## config.mk

```make
export PLATFORM = sky130hd
export DESIGN_NAME = div2
export DESIGN_NICKNAME = d
export VERILOG_FILES = /design/src/rtl/div2.sv
export SDC_FILE = /design/constraint.sdc
export NUM_CORES = 1
export LEC_CHECK = 0
export ABC_AREA = 1
export CAP_MARGIN = 40
export CORE_ASPECT_RATIO = 1.5
export CORE_MARGIN = 2
export CORE_UTILIZATION = 35
export CTS_CLUSTER_DIAMETER = 40
export DETAILED_ROUTE_END_ITERATION = 12
export PLACE_DENSITY = 0.66
export RECOVER_POWER = 100
export SLEW_MARGIN = 20
export SYNTH_ARGS = -nofsm -noshare
export SYNTH_HDL_FRONTEND = slang
export SYNTH_SLANG_ARGS = --single-unit
```

## constraint.sdc

```tcl
create_clock -name clk -period 2.3 [get_ports clk]
set_input_delay 0.46 -clock clk [delete_from_list [all_inputs] [get_ports clk]]
set_output_delay 0.46 -clock clk [all_outputs]
set_load 0.01 [all_outputs]
```

## src/rtl/div2.sv

```systemverilog
// div2: 8-bit / 4-bit restoring shift-subtract divider, one quotient bit per clock.
// Optional divide-by-zero fast path and dz flag: define DIV2_ZERO_DETECT_EN.
//   state | meaning
//   IDLE  | waiting for start
//   RUN   | eight shift-subtract steps
//   FIN   | one-cycle done pulse, results valid
module div2 (
  input  logic       clk,
  input  logic       rst_n,
  input  logic       start,
  input  logic [7:0] dividend,
  input  logic [3:0] divisor,
  output logic       busy,
  output logic       done,
  output logic [7:0] quotient,
  output logic [3:0] remainder
`ifdef DIV2_ZERO_DETECT_EN
  ,output logic      dz
`endif
);

  typedef enum logic [1:0] {S_IDLE, S_RUN, S_FIN} state_t;

  state_t      state_q;
  logic [2:0]  step_q;
  logic [7:0]  sr_q;
  logic [3:0]  dvs_q;
  logic [3:0]  p_q;
  logic [7:0]  quotient_q;
  logic [3:0]  remainder_q;
  logic        busy_q;
  logic        done_q;

  logic [4:0]  t_d;
  logic        ge_d;
  logic [3:0]  p_d;
  logic [7:0]  sr_d;
  logic        zd_hit;

`ifdef DIV2_ZERO_DETECT_EN
  logic        dz_q;
  assign zd_hit = (dvs_q == 4'd0);
  assign dz     = dz_q;
`else
  assign zd_hit = 1'b0;
`endif

  // A restored remainder is always below 16, so only the low four bits of P are stored
  // and the subtraction can be done modulo 16.
  always_comb begin
    t_d  = {p_q, sr_q[7]};
    ge_d = (t_d >= {1'b0, dvs_q});
    p_d  = t_d[3:0] - (ge_d ? dvs_q : 4'd0);
    sr_d = {sr_q[6:0], ge_d};
  end

  always_ff @(posedge clk or negedge rst_n) begin
    if (!rst_n) begin
      state_q     <= S_IDLE;
      step_q      <= 3'd0;
      sr_q        <= 8'h00;
      dvs_q       <= 4'h0;
      p_q         <= 4'h0;
      quotient_q  <= 8'h00;
      remainder_q <= 4'h0;
      busy_q      <= 1'b0;
      done_q      <= 1'b0;
`ifdef DIV2_ZERO_DETECT_EN
      dz_q        <= 1'b0;
`endif
    end else begin
      case (state_q)
        S_IDLE, S_FIN: begin
          if (start) begin
            state_q <= S_RUN;
            sr_q    <= dividend;
            dvs_q   <= divisor;
            p_q     <= 4'h0;
            step_q  <= 3'd0;
            busy_q  <= 1'b1;
            done_q  <= 1'b0;
`ifdef DIV2_ZERO_DETECT_EN
            dz_q    <= 1'b0;
`endif
          end else begin
            state_q <= S_IDLE;
            done_q  <= 1'b0;
          end
        end
        S_RUN: begin
          if (zd_hit) begin
            state_q     <= S_FIN;
            busy_q      <= 1'b0;
            done_q      <= 1'b1;
            quotient_q  <= 8'hFF;
            remainder_q <= sr_q[3:0];
`ifdef DIV2_ZERO_DETECT_EN
            dz_q        <= 1'b1;
`endif
          end else begin
            sr_q   <= sr_d;
            p_q    <= p_d;
            step_q <= step_q + 3'd1;
            if (step_q == 3'd7) begin
              state_q     <= S_FIN;
              busy_q      <= 1'b0;
              done_q      <= 1'b1;
              quotient_q  <= sr_d;
              remainder_q <= p_d;
            end
          end
        end
        default: begin
          state_q <= S_IDLE;
          busy_q  <= 1'b0;
          done_q  <= 1'b0;
        end
      endcase
    end
  end

  assign busy      = busy_q;
  assign done      = done_q;
  assign quotient  = quotient_q;
  assign remainder = remainder_q;

endmodule

```

# Yosys cells after proc, flatten, opt, wreduce, memory -nomap -nowiden
# Index checks and enable logic that the tools add are counted.
[word_totals]
ff_bits = 35
inputBits = 15
wordCells = 39
output_inout_bits = 14
[op_classes]
n_mux = 15
addsub = 2
n_reduce_logical = 7
magnitude_cmp = 1
n_eq_ne = 5
[op_table]
columns = ["operator", "n"]
rows = [
  ["8-bit case mux with 2 select lines", 1],
  ["4-bit two-way mux", 2],
  ["8-bit two-way mux", 1],
  ["4-bit case mux with 2 select lines", 1],
  ["2-bit AND reduction", 4],
  ["3-bit case mux with 2 select lines", 1],
  ["5-bit by 4-bit >= comparator with 1-bit output", 1],
  ["1-bit two-way mux", 5],
  ["2-bit != test (second input constant)", 2],
  ["2-bit case mux with 2 select lines", 1],
  ["4-bit subtractor", 1],
  ["3-bit by 1-bit adder with 3-bit output (second input constant)", 1],
  ["3-bit == test (second input constant)", 1],
  ["3-bit two-way mux", 1],
  ["2-bit by 1-bit == test with 1-bit output (second input constant)", 1],
  ["2-bit == test (second input constant)", 1],
  ["2-bit zero test", 1],
  ["2-bit two-way mux", 1],
  ["1-bit case mux with 2 select lines", 1],
  ["2-bit nonzero test", 1],
  ["2-bit OR reduction", 1],
]

# Longest topological paths before layout
[logic_depth]
word_depth = 4
mapped_depth = 17
mapped_depth_nobuf = 17

# Worst setup path after synthesis
# No wires, ideal clock.
[synth_path]
kind = "flip-flop to flip-flop"
from = "register p_q[0]"
to = "register p_q[3]"
path_stages_with_launch = 16
arrival_time_ns = 1.932
t_required_ns = 2.184
period_less_slack_ns = 2.048
setup_time_ns = 0.116
path_slack_ns = 0.252
path_cell_list = "dfrtp_1 ha_1 inv_1 nor2_1 nand3_1 nand2_1 nand2_1 ha_1 a21oi_1 nand3_1 nand2_1 inv_1 nand2_1 nand2_1 nand2_1 nand2_1"
[synth_via]
elab_chain_cells = 4
[synth_lines]
columns = ["item", "line_no", "source"]
rows = [
  ["start: declaration", "28", "logic [3:0] p_q;"],
  ["start signal: assignment", "102", "p_q <= p_d;"],
  ["5-bit by 4-bit >= comparator with 1-bit output", "52", "ge_d = (t_d >= {1'b0, dvs_q});"],
  ["4-bit two-way mux", "53", "p_d = t_d[3:0] - (ge_d ? dvs_q : 4'd0);"],
  ["4-bit subtractor *", "53", ""],
  ["4-bit case mux with 2 select lines *", "72", "case (state_q)"],
]
# Every way passes the cells marked *; elsewhere a longest branch is shown, timed or not.
# A chain may end at the register's enable or synchronous reset.

# Worst setup path in the final report
[layout_path]
from = "register p_q[0]"
to = "register remainder_q[2] (netlist: remainder[2])"
[layout_via]
elab_chain_cells = 3
[layout_lines]
columns = ["item", "line_no", "source"]
rows = [
  ["5-bit by 4-bit >= comparator with 1-bit output", "52", ""],
  ["4-bit two-way mux", "53", ""],
  ["4-bit subtractor *", "53", ""],
  ["end signal: assignment", "96", "remainder_q <= sr_q[3:0];"],
  ["end signal: assignment", "109", "remainder_q <= p_d;"],
  ["end: declaration", "30", "logic [3:0] remainder_q;"],
]
# Marks and branches as above.

==> summary.txt <==
Critical path
  • Startpoint of the worst register-to-register path: p_q[0]
  • Crit. End Element: flop
  • Max Fanout on Critical Path: 4
  • Worst Setup Path Type: flop to flop
  • Slack of the worst reg-to-reg path: around 0.12 ns
  • Type of origin of the critical path: flop
  • Worst flop-to-flop path endpoint: remainder[2]
  • WP data arrival: around 2.3 ns
  • Endpoint required time on the critical path: 2.47 ns
  • Reg2Reg Depth: 11

Clocking
  • Clock tree from TritonCTS: yes
  • Number of hold buffers added after cts: 0
  • Clk root buf: sky130_fd_sc_hd__clkbuf_8
  • Largest buffer count on any clock path: 2
  • CTS Sinks: 34
  • Clock H-tree levels: 2
  • Number of CTS-inserted buffers: 5
  • Clock transition at path regs: 0.08 ns
  • Clock latency of the later-clocked register in the worst-skew pair: 0.29 ns

Timing
  • Least-Margin Pin Slew: about 0.83 ns
  • Final Setup Violations: 0
  • Peak clock frequency supported by timing: 459 MHz
  • Clk_skew: ~0.0067 ns
  • Relative slew slack: between 40 and 50%
  • Final critical delay including setup and external delays: roughly 2.2 ns
  • Share of the clock period used by the worst path: a little over nine tenths
  • Fin. Hold Viols: 0
  • Max-slew violations: 0

Floorplan
  • Std cell rows: 30
  • Total die area: around 0.0053 mm^2
  • DIE HEIGHT: around 90 um
  • IO Pins: 29
  • Core Area: about 0.0045 mm^2
  • Initial core utilization: 36.4%
  • Horizontal die dimension: 60.1 um

Place
  • IO buf count: 28
  • Total half-perimeter wirelength after legalization and detailed placement: ~2.3 mm
  • Dpl cells: 262
  • Cell area reported after detailed placement: 0.00199 mm^2
  • Gp weighted congestion: ~0.84

GRT
  • Maximum number of pins on one net before global-route repair: 35
  • GR Overflow Total: 0
  • Number of antenna violations at the first check in global routing: 0
  • Total track usage: between 10% and 20%
  • Global-route wire length before repair: approximately 5.5 mm
  • Via count of the first global-routing pass: 1245

Detailed routing
  • Number of design-rule violations left by the first detailed-router iteration: 37
  • Detailed-route wire length: ~3.4 mm
  • Detailed-route wire length per cell: 12.4 um
  • Via count normalized by instance count: about 4.7
  • DRC violations left: 0
  • DRT Pass-1 Iters: 4
  • Via Count: around 1300
  • Count of nets left with antenna violations after detail routing: 0

Logic synthesis
  • Register bit count reported by yosys: 34
  • Syn Nets: 197
  • Share of the synthesized area in the top cell type: 51.5%
  • YS warnings: 0
  • Post-synthesis instance area: 0.00165 mm^2
  • Library cell with the largest summed area after synthesis: sky130_fd_sc_hd__dfrtp_1
  • Number of distinct library cell variants in the gate-level netlist after synthesis: 26
  • Most area-consuming cells after synthesis: sky130_fd_sc_hd__dfrtp_1, sky130_fd_sc_hd__nand2_1, sky130_fd_sc_hd__ha_1, sky130_fd_sc_hd__inv_1, sky130_fd_sc_hd__a221oi_2
  • Syn avg cell area: roughly 9.6 um^2
  • Count of mapped cells out of synthesis: around 170
  • FFs w/ async S/R, synth: 100%
  • Number of enable flip-flop cells after synthesis: 0
  • Primary FF master, synth: sky130_fd_sc_hd__dfrtp_1
  • Register area share after synthesis: 51.5%

Min path
  • Worst hold path endpoint: quotient[4]
  • Hold WC Path Type: flop to flop
  • Min-delay src: quotient[4]
  • Hold path cells: 2

Outcome
  • Outcome: complete, no violations

Power and ir drop
  • Max IR drop VDD: approximately 0.00055 V
  • Power density cells: 1620 mW/mm^2
  • Leakage Power: 1.04 nW

Flow run
  • Maximum capacitance violations: 0

Cells and area
  • Net count reported at finish: 232
  • Commonest non-fill, non-tap cells in the layout: sky130_fd_sc_hd__nand2_1, sky130_fd_sc_hd__dfrtp_1, sky130_fd_sc_hd__inv_1, sky130_fd_sc_hd__dlygate4sd3_1, sky130_fd_sc_hd__clkdlybuf4s50_1
  • Non-filler cells in the finished layout: 272
  • Post-route cell area: 0.00211 mm^2
  • Most common cell after layout, fill and taps aside: sky130_fd_sc_hd__nand2_1
  • Layout overhead on the synthesized area: 27.9%
  • Layout cell share with drive strength beyond 1: 11.1%
  • Diodes inserted: 0
==> critical path: stages (launching register included) <==
cell	delay, ns
sky130_fd_sc_hd__dfrtp_1	0.44
sky130_fd_sc_hd__ha_1	0.29
sky130_fd_sc_hd__inv_1	0.04
sky130_fd_sc_hd__nor2_1	0.10
sky130_fd_sc_hd__nand3_2	0.12
sky130_fd_sc_hd__a21boi_1	0.17
sky130_fd_sc_hd__ha_1	0.16
sky130_fd_sc_hd__inv_1	0.06
sky130_fd_sc_hd__fa_1	0.38
sky130_fd_sc_hd__xor2_1	0.15
sky130_fd_sc_hd__inv_1	0.07
sky130_fd_sc_hd__o21ai_1	0.07
==> cell type report <==
| class | count | area (um^2) |
|---|---|---|
| Fill cell | 446 | 2430 |
| Timing Repair Buffer | 34 | 319 |
| Clock inverter | 3 | 68.8 |
| Inverter | 25 | 93.8 |
| Sequential cell | 34 | 851 |
| Multi-Input combinational cell | 107 | 632 |
| Tap cell | 64 | 80.1 |
| Clock buffer | 5 | 68.8 |
==> cell families after synthesis <==
| kind of cell | count (synthesis) | synth area share (%) |
|---|---|---|
| mux | 1 | 0.681 |
| buf+inv | 31 | 8.93 |
| compound gates | 31 | 13.6 |
| flops | 34 | 51.5 |
| simple gates | 64 | 16.8 |
| xor+xnor | 1 | 0.530 |
| fa+ha+maj | 10 | 8.02 |
==> power by group <==
part / leakage, nW / internal, W / switching [W]
Combinational: 0.573 / 0.000745 / 0.000940
Sequential: 0.403 / 0.000894 / 0.000162
Clock: 0.0683 / 0.000434 / 0.000237
Total: 1.04 / 0.00207 / 0.00134
==> synthesized netlist by cell type (2+ instances only) <==
cell type                  instances
sky130_fd_sc_hd__o21ai_0           3
sky130_fd_sc_hd__nand2_1          41
sky130_fd_sc_hd__nor2_1            9
sky130_fd_sc_hd__o21ai_1          10
sky130_fd_sc_hd__buf_6             3
sky130_fd_sc_hd__o22ai_1           2
sky130_fd_sc_hd__ha_1              9
sky130_fd_sc_hd__a221oi_2          5
sky130_fd_sc_hd__inv_2             4
sky130_fd_sc_hd__nor2_4            2
sky130_fd_sc_hd__dfrtp_1          34
sky130_fd_sc_hd__buf_4             2
sky130_fd_sc_hd__inv_1            21
sky130_fd_sc_hd__a22o_1            2
sky130_fd_sc_hd__nor3_1            6
sky130_fd_sc_hd__nand3_1           4
sky130_fd_sc_hd__a21oi_1           6
==> sequential cells by signal, summed over array words and instances, names as in the netlist <==
signal,count
quotient,8
sr_q,8
dvs_q,4
p_q,4
remainder,4
step_q,3
state_q,2
busy,1
==> per-layer routing <==
metal | vias up | GRT usage, % | part of all wire (%)
met2 | 28 | 22.5 | 51
met3 | 4 | 3.55 | 2.6
met5 | - | 0 | 0
met1 | 608 | 17.8 | 44
li1 | 630 | - | -
met4 | 0 | 8.48 | 2.4
==> per-stage QoR <==
stage               setup slack [ns]  setup TNS (ns)  hold slack (ns)  util (%)  total power, W
floorplan                      0.252               0            0.164         -         0.00227
CTS                           0.0160               0            0.488      46.9         0.00345
global placement               0.118               0            0.463      43.8         0.00271
global route                 -0.0580          -0.165            0.501      46.5         0.00374
detailed placement            0.0232               0            0.471      43.8         0.00276
finish                         0.122               0            0.479      46.5         0.00341
==> repair_timing <==
| item | 4_1_cts | 5_1_grt |
|---|---|---|
| setup buffers | 0 | 2 |
| pin swaps | 0 | 3 |
| endpoints found under the setup margin | 2 | 6 |
| resized for setup | 1 | 6 |
==> worst max-delay path by stage <==
| stage | from | endpoint | slack (ns) | depth (start not counted) |
|---|---|---|---|---|
| after floorplan | p_q[0] | p_q[3] | 0.25 | 15 |
| after global placement | p_q[0] | remainder[3] | 0.12 | 15 |
| after detailed placement | dvs_q[3] | p_q[3] | 0.02 | 16 |
| after CTS | dvs_q[3] | p_q[3] | 0.02 | 16 |
| after global routing | p_q[0] | p_q[3] | -0.06 | 16 |
| final | p_q[0] | remainder[2] | 0.12 | 11 |
Power figures use the tool's default switching activity.
